### config.mk
export PLATFORM = sky130hd
export DESIGN_NAME = yubex_edge_event_counter
export DESIGN_NICKNAME = d
export VERILOG_FILES = /design/src/rtl/yubex_edge_event_counter.sv
export SDC_FILE = /design/constraint.sdc
export NUM_CORES = 1
export LEC_CHECK = 0
export ABC_AREA = 1
export BUFFER_PORTS_ARGS = -buffer_cell sky130_fd_sc_hd__buf_2
export CAP_MARGIN = 10
export CORE_UTILIZATION = 53
export CTS_BUF_LIST = sky130_fd_sc_hd__clkbuf_8
export CTS_CLUSTER_DIAMETER = 120
export DETAILED_ROUTE_END_ITERATION = 16
export PLACE_DENSITY = 0.81
export SYNTH_ARGS = -nofsm -noshare
export SYNTH_HDL_FRONTEND = slang
export SYNTH_SLANG_ARGS = --single-unit
### constraint.sdc
create_clock -name clk -period 4.1 [get_ports clk]
set_clock_uncertainty 0.05 [all_clocks]
set_input_delay 0.41 -clock clk [delete_from_list [all_inputs] [get_ports clk]]
set_output_delay 0.41 -clock clk [all_outputs]
set_load 0.05 [all_outputs]
### src/rtl/yubex_edge_event_counter.sv
// Edge event counter: saturating rise/fall counts shown as two hex digits
// sequenced on one 7-segment display (high digit, low digit, blank).
module yubex_edge_event_counter #(
  parameter int unsigned CNT_W        = 8,
  parameter int unsigned DISP_PERIOD  = 6250,
  parameter int unsigned BLANK_PERIOD = 1250
) (
  input  logic       clk,
  input  logic       rst_n,
  input  logic       rise_evt,
  input  logic       fall_evt,
  input  logic       sel,
  input  logic       clr,
  output logic [6:0] seg,
  output logic       dp,
  output logic       ovf
);

  localparam logic [1:0] ST_BLANK   = 2'd0;
  localparam logic [1:0] ST_SHOW_HI = 2'd1;
  localparam logic [1:0] ST_SHOW_LO = 2'd2;

  localparam logic [CNT_W-1:0] CNT_MAX = '1;

  localparam int unsigned MAX_P = (DISP_PERIOD > BLANK_PERIOD) ? DISP_PERIOD : BLANK_PERIOD;
  localparam int unsigned TMR_W = (MAX_P > 1) ? $clog2(MAX_P) : 1;
  localparam logic [TMR_W-1:0] DISP_LAST  = TMR_W'(DISP_PERIOD - 1);
  localparam logic [TMR_W-1:0] BLANK_LAST = TMR_W'(BLANK_PERIOD - 1);

  logic [CNT_W-1:0] rise_cnt_q, rise_cnt_d;
  logic [CNT_W-1:0] fall_cnt_q, fall_cnt_d;
  logic             ovf_rise_q, ovf_rise_d;
  logic             ovf_fall_q, ovf_fall_d;
  logic [1:0]       state_q, state_d;
  logic [TMR_W-1:0] timer_q, timer_d;
  logic [TMR_W-1:0] period_last;
  logic [7:0]       snap_q, snap_d, snap_src;
  logic [6:0]       seg_d;
  logic             dp_d, ovf_d;

  function automatic logic [6:0] hex7(input logic [3:0] d);
    logic [6:0] s;
    case (d)
      4'h0: s = 7'h3F;
      4'h1: s = 7'h06;
      4'h2: s = 7'h5B;
      4'h3: s = 7'h4F;
      4'h4: s = 7'h66;
      4'h5: s = 7'h6D;
      4'h6: s = 7'h7D;
      4'h7: s = 7'h07;
      4'h8: s = 7'h7F;
      4'h9: s = 7'h6F;
      4'hA: s = 7'h77;
      4'hB: s = 7'h7C;
      4'hC: s = 7'h39;
      4'hD: s = 7'h5E;
      4'hE: s = 7'h79;
      default: s = 7'h71;
    endcase
    return s;
  endfunction

  // Saturating counters; an event while already at max sets the sticky flag.
  always_comb begin
    rise_cnt_d = rise_cnt_q;
    fall_cnt_d = fall_cnt_q;
    ovf_rise_d = ovf_rise_q;
    ovf_fall_d = ovf_fall_q;
    if (rise_evt) begin
      if (rise_cnt_q == CNT_MAX) ovf_rise_d = 1'b1;
      else                       rise_cnt_d = rise_cnt_q + CNT_W'(1);
    end
    if (fall_evt) begin
      if (fall_cnt_q == CNT_MAX) ovf_fall_d = 1'b1;
      else                       fall_cnt_d = fall_cnt_q + CNT_W'(1);
    end
  end

  // Snapshot source uses the post-event count so a same-cycle edge is included.
  always_comb begin
    snap_src = sel ? 8'(fall_cnt_d) : 8'(rise_cnt_d);
  end

  // Display sequencer: per-state timer, wraps and advances on its last cycle.
  always_comb begin
    state_d     = state_q;
    timer_d     = timer_q + TMR_W'(1);
    snap_d      = snap_q;
    period_last = (state_q == ST_BLANK) ? BLANK_LAST : DISP_LAST;
    if (timer_q == period_last) begin
      timer_d = '0;
      case (state_q)
        ST_BLANK: begin
          state_d = ST_SHOW_HI;
          snap_d  = snap_src;
        end
        ST_SHOW_HI: state_d = ST_SHOW_LO;
        default:    state_d = ST_BLANK;
      endcase
    end
  end

  // Output decode from the current state; registered below.
  always_comb begin
    seg_d = 7'h00;
    dp_d  = 1'b0;
    ovf_d = ovf_rise_q | ovf_fall_q;
    case (state_q)
      ST_SHOW_HI: begin
        seg_d = hex7(snap_q[7:4]);
        dp_d  = 1'b1;
      end
      ST_SHOW_LO: seg_d = hex7(snap_q[3:0]);
      default:    seg_d = (ovf_rise_q | ovf_fall_q) ? 7'h40 : 7'h00;
    endcase
  end

  // Counter and flag state; clr discards any same-cycle events.
  always_ff @(posedge clk) begin
    if (!rst_n || clr) begin
      rise_cnt_q <= '0;
      fall_cnt_q <= '0;
      ovf_rise_q <= 1'b0;
      ovf_fall_q <= 1'b0;
    end else begin
      rise_cnt_q <= rise_cnt_d;
      fall_cnt_q <= fall_cnt_d;
      ovf_rise_q <= ovf_rise_d;
      ovf_fall_q <= ovf_fall_d;
    end
  end

  // Sequencer state; clr restarts the display sequence at blank.
  always_ff @(posedge clk) begin
    if (!rst_n || clr) begin
      state_q <= ST_BLANK;
      timer_q <= '0;
      snap_q  <= '0;
    end else begin
      state_q <= state_d;
      timer_q <= timer_d;
      snap_q  <= snap_d;
    end
  end

  // Output register, one cycle behind the sequencer state.
  always_ff @(posedge clk) begin
    if (!rst_n) begin
      seg <= 7'h00;
      dp  <= 1'b0;
      ovf <= 1'b0;
    end else begin
      seg <= seg_d;
      dp  <= dp_d;
      ovf <= ovf_d;
    end
  end

endmodule

==> impl_metrics.py, run 1 <==
metrics = {
    "critical_path": {
        "cp_slowest_cell": "dfxtp_1",
        "cp_top_family": "simple AND/OR/NAND/NOR gates",
        "crit_path_max_incr_delay_ps": 350,
        "startpoint_type": "flip-flop",
        "cpMostUsedCell": "nand2_1",
        "r2r_slack_ps": 1490,
        "reg2reg_depth": 15,
        "criticalPathCategory": "flip-flop to flip-flop",
        "endpoint_kind": "flip-flop",
        "cp_cell_sequence": "inv_1, ha_1, nor2_1, nand2_1, nand2_1, nand4_1, nand2_1, nand2_1, nor2_1, inv_1, ha_1, inv_1, nand3_1, nand3_1, nand2_1",
        "arrival_ps": 2800,
        "path_max_fanout": 5,
        "cp_num_buf_inv": 3,
        "required_ps": 4290,
        "r2r-start": "state_q[0]",
    },
    "clock_network": {
        "cts_buffers": 9,
        "clock-sinks": 64,
        "path_clk_slew_ps": 80,
        "h-tree-depth": 3,
        "cts_resized": 0,
        "clkLatencyLatePin_ps": 340,
        "cts_setup_buffers": 0,
        "cts_buffer_depth": 2,
        "ctsRootBufferMaster": "clkbuf_8",
        "ctsHoldBuffers": 0,
        "cts_tree": "built",
    },
    "route": {
        "ant_nets": 0,
        "drt_iter0_markers": 127,
        "drc": 0,
        "firstDrtPassIters": 5,
        "wl_mm": 6.86,
        "dr_total_vias": 3024,
        "post_drt_wl_per_cell_um": 11.8,
        "viasPerCell": 5.22,
    },
    "global_routing": {
        "grt_pass1_vias": 2635,
        "grt_usage_pct": 22.6,
        "grt_use_met2_pct": 35.9,
        "met3_usage_pct": 7.03,
        "top_usage_layer": "met2",
        "grt_max_degree": 22,
        "met1_usage_pct": 29.0,
        "grt_pass1_wl_mm": 11.5,
        "antenna_found_initial": 0,
        "grt_overflow": 0,
    },
    "pwr": {
        "peakVddDrop_uv": 259,
        "p_leak_nw": 1.58,
        "p_total_mw": 1.15,
        "power_density_nw_per_um2": 309,
    },
    "timing": {
        "slew_headroom_pct": 53.5,
        "layout_setup_ws_ps": 1490,
        "finalCriticalPeriod_ps": 2610,
        "slew_violations": 0,
        "fmax_mhz": 383,
        "worst_slew_pin_slew_ps": 696,
        "finalSetupViolCount": 0,
        "rsz0062_at_grt": "false",
        "timing.final.crit_share_pct": 63.7,
        "finalHoldViolCount": 0,
        "tns_ps": 0,
    },
    "die": {
        "num_rows": 28,
        "die_h_um": 82.5,
        "coreArea_sq_um": 6100,
        "io_pins": 15,
        "die_area_sq_um": 6810,
        "start_util_pct": 56.4,
        "die_w_um": 82.5,
    },
    "job": {
        "drv_cap": 0,
    },
    "min_path": {
        "holdPathStages": 3,
        "hp-class": "input port to flip-flop",
        "whs_endpoint": "dp",
        "worstHoldStart": "rst_n",
    },
    "yosys": {
        "synthesis.area_sq_um": 3440,
        "synth-seq-area-share_pct": 37.3,
        "ys_async_sr_fraction_pct": 0,
        "ys_ff_latch": 64,
        "syn-num-nets": 509,
        "synth_edf_count": 0,
        "yosys_warnings": 0,
        "synth_cells": 482,
        "synth_ff_type": "dfxtp_1",
        "synth_cell_types": 33,
        "avgSynthCellArea_sq_um": 7.13,
    },
    "placed_design": {
        "io_buffers": 14,
        "place_hpwl_mm": 5.09,
        "pre_cts_ws_ps": 1490,
        "gp_routability_congestion": 0.888,
    },
    "finish": {
        "utilization_pct": 61.3,
        "synthToLayoutAreaGrowth_pct": 8.74,
        "diodes": 0,
        "final_nets": 526,
        "final_common_cell": "nand2_1",
        "final_layout_size_suffix_gt1_share_pct": 12.7,
        "mostFrequentLayoutCells": "nand2_1, dfxtp_1, inv_1",
    },
    "status": {
        "outcome": "finished, final reports clean",
    },
}
metal layers:
layer / routed length (um) / up-vias
met4: 107 / 0
met1: 3330 / 1373
met3: 302 / 10
li1: - / 1571
met2: 3120 / 70
met5: 0 / -
through the flow:
stage | cells | instance area, sq um | hold WS [ps]
final | 579 | 3740 | 252
after global routing | 579 | 3740 | 258
after CTS | 579 | 3740 | 241
after detailed placement | 563 | 3560 | 393
after global placement | 563 | 3560 | 390
after floorplan | 482 | 3440 | 376
worst reg2reg max path: stages (launching register included):
cell and delay (ps):
dfxtp_1 350, inv_1 80, ha_1 240, nor2_1 110, nand2_1 60, nand2_1 120, nand4_1 270, nand2_1 140
nand2_1 70, nor2_1 290, inv_1 160, ha_1 310, inv_1 60, nand3_1 60, nand3_1 80, nand2_1 60
synthesized netlist by cell type, types with 6 or more instances:
library cell  count  share of area (%)
nand3b_1          7                1.5
a21oi_1          16                2.3
nand4_1          16                2.9
nor2_1           48                5.2
nand3_1          55                8.0
inv_1            57                6.2
clkbuf_1          6               0.66
ha_1             21                7.6
nand2_2           7                1.3
nor2_4            6                2.0
nand2_1         134                 15
dfxtp_1          64                 37
layout make-up:
class                           instances  area (sq um)
Clock inverter                          7          47.5
Inverter                               63           236
Sequential cell                        64          1280
Multi-Input combinational cell        346          1880
Timing Repair Buffer                   15          77.6
Clock buffer                            9           124
Tap cell                               75          93.8
Fill cell                             554          2360
logic make-up (layout without fill, tap and decap cells):
group | after synthesis | in the layout | synth area share, %
buffers and inverters | 72 | 94 | 8.12
AO/OA/AOI/OAI | 26 | 26 | 4.08
adder cells (fa/ha/maj) | 21 | 21 | 7.65
flip-flops | 64 | 64 | 37.3
XOR/XNOR | 4 | 4 | 1.02
AND/OR/NAND/NOR | 295 | 295 | 41.8
power by group:
group / total (mW) / switching (mW) / internal (mW)
Clock: 0.480 / 0.262 / 0.219
Combinational: 0.0444 / 0.0314 / 0.0130
Sequential: 0.630 / 0.00477 / 0.625
Total: 1.15 / 0.298 / 0.857
how the worst max path moves through the flow:
stage / startpoint / to / slack [ps] / depth (start not counted)
after floorplan: state_q[0] / flip-flop / 1840 / 15
after global placement: rst_n / flip-flop / 1540 / 13
after detailed placement: rst_n / flip-flop / 1490 / 13
after CTS: state_q[0] / flip-flop / 1520 / 15
after global routing: fall_cnt_q[0] / flip-flop / 1280 / 15
final: state_q[0] / flip-flop / 1490 / 15
(Power assumes the default switching activity.)
==> run 2: changes to the inputs <==
- PLACE_DENSITY: 0.81 -> 0.84
- clock period: 4.1 -> 2.4 ns (I/O delays scaled with it)
==> impl_metrics.py, run 2 (synthesis results as in run 1) <==
metrics = {
    "status": {
        "outcome": "finished, final reports clean",
    },
    "global_routing": {
        "grt_overflow": 0,
        "grt_pass1_vias": 2882,
        "grt_usage_pct": 24.0,
        "grt_max_degree": 18,
        "antenna_found_initial": 0,
        "grt_pass1_wl_mm": 12.4,
    },
    "critical_path": {
        "cp_slowest_cell": "dfxtp_2",
        "required_ps": 2590,
        "startpoint": "state_q[0]",
        "cp_cell_sequence": "inv_2, ha_4, nor2_2, nand2_1, nand2_2, nand3_4, nor2_4, nor2_1, nor2_2, nand2_2, inv_2, ha_2, nand4_1, nand3_1, nand2_1",
        "r2r_slack_ps": 110,
        "startpoint_type": "flip-flop",
        "endpoint_kind": "flip-flop",
        "crit_path_max_incr_delay_ps": 350,
        "criticalPathCategory": "flip-flop to flip-flop",
        "r2r-start": "state_q[0]",
        "reg2reg_depth": 15,
        "path_max_fanout": 6,
        "arrival_ps": 2490,
    },
    "pwr": {
        "power_density_nw_per_um2": 529,
        "peakVddDrop_uv": 427,
        "p_leak_nw": 1.69,
        "p_total_mw": 2.11,
    },
    "timing": {
        "slew_violations": 0,
        "rsz0062_at_grt": "true",
        "timing.final.crit_share_pct": 95.5,
        "fmax_mhz": 436,
        "finalCriticalPeriod_ps": 2290,
        "worst_slew_pin_slew_ps": 459,
        "slew_headroom_pct": 69.3,
        "finalHoldViolCount": 0,
        "finalSetupViolCount": 0,
    },
    "placed_design": {
        "gp_routability_congestion": 0.868,
        "placed_cells": 572,
        "place_hpwl_mm": 5.28,
        "io_buffers": 14,
    },
    "die": {
        "die_h_um": 82.5,
        "coreArea_sq_um": 6100,
        "io_pins": 15,
        "num_rows": 28,
        "die_w_um": 82.5,
        "die_area_sq_um": 6810,
        "start_util_pct": 56.4,
    },
    "route": {
        "post_drt_wl_per_cell_um": 13.0,
        "drt_iter0_markers": 160,
        "wl_mm": 7.75,
        "viasPerCell": 5.40,
        "ant_nets": 0,
        "dr_total_vias": 3213,
        "firstDrtPassIters": 5,
        "drc": 0,
    },
    "clock_network": {
        "clkLatencyLatePin_ps": 350,
        "cts_tree": "built",
        "cts_buffers": 9,
        "ctsRootBufferMaster": "clkbuf_8",
        "cts_buffer_depth": 2,
        "clock-sinks": 64,
        "h-tree-depth": 3,
        "path_clk_slew_ps": 80,
    },
    "min_path": {
        "worstHoldStart": "rst_n",
        "hp-class": "input port to flip-flop",
    },
    "job": {
        "drv_cap": 0,
    },
    "finish": {
        "utilization_pct": 65.5,
        "fill_cells": 489,
        "final_nets": 542,
        "mostFrequentLayoutCells": "nand2_1, dfxtp_1, inv_1, nand3_1, nor2_1",
        "multiInputGateArea_sq_um": 1980,
        "synthToLayoutAreaGrowth_pct": 16.3,
        "seq_area_sq_um": 1290,
        "final_layout_size_suffix_gt1_share_pct": 21.0,
        "diodes": 0,
        "stdcell_count": 595,
        "final_common_cell": "nand2_1",
    },
}
## run 2: cell count changes in the layout (fill, tap and decap cells not counted), moves of 5 or more
cell and change:
buf_4 +15, ha_1 -6, nand2_1 -7, nand2_2 +5, nor2_1 -5
## run 2: power by group
part / total [mW] / leakage, nW / switching [mW] / internal, mW
registers: 1.07 / 0.519 / 0.00588 / 1.07
clock network: 0.950 / 0.0989 / 0.439 / 0.510
logic: 0.0881 / 1.07 / 0.0599 / 0.0282
total: 2.11 / 1.69 / 0.505 / 1.61
## run 2: stage by stage
stage | setup WS [ps] | setup TNS, ps | instance area, sq um | hold WS (ps)
after floorplan | 138 | 0 | 3440 | 288
after global placement | 61.5 | 0 | 3630 | 386
after detailed placement | -46.0 | -121 | 3630 | 389
after CTS | 2.66 | 0 | 3860 | 64.5
after global routing | -49.1 | -228 | 4000 | 86.2
final | 108 | 0 | 4000 | 67.8
## run 2: routing by layer
| layer | wire, um | vias up | GRT usage, % |
|---|---|---|---|
| met4 | 152 | 0 | 9.14 |
| met3 | 485 | 17 | 7.36 |
| met5 | 0 | - | 0 |
| met1 | 3330 | 1495 | 28.1 |
| li1 | - | 1606 | - |
| met2 | 3780 | 95 | 41.0 |
## run 2: timing repair
item | 4_1_cts | 5_1_grt
hold buffers | 0 | 0
setup endpoints to repair | 10 | 15
endpoints found under the hold margin | 0 | 0
pin swaps | 1 | 13
gates cloned | 1 | 0
buffers inserted | 2 | 4
resized for setup | 1 | 34
## run 2: critical path, delay by kind of cell, from the launching register on
family        cells  cell delay, ps
fa+ha+maj         2             360
flops             1             350
buf+inv           2             170
simple gates     11            1240
## run 2: worst min path at each step
stage | endpoint | depth (start not counted)
2_1_floorplan | dp | 2
3_3_place_gp | seg[0] | 2
3_5_place_dp | seg[2] | 2
4_1_cts | dp | 3
5_1_grt | dp | 3
6_report | dp | 3
## run 2: layout make-up
class	instances	area share [%]
timing repair buffer	30	4.76
tap	75	2.35
sequential	64	32.3
clock inverter	6	1.69
inverter	63	5.92
clock buffer	10	3.45
multi-input combinational	347	49.6
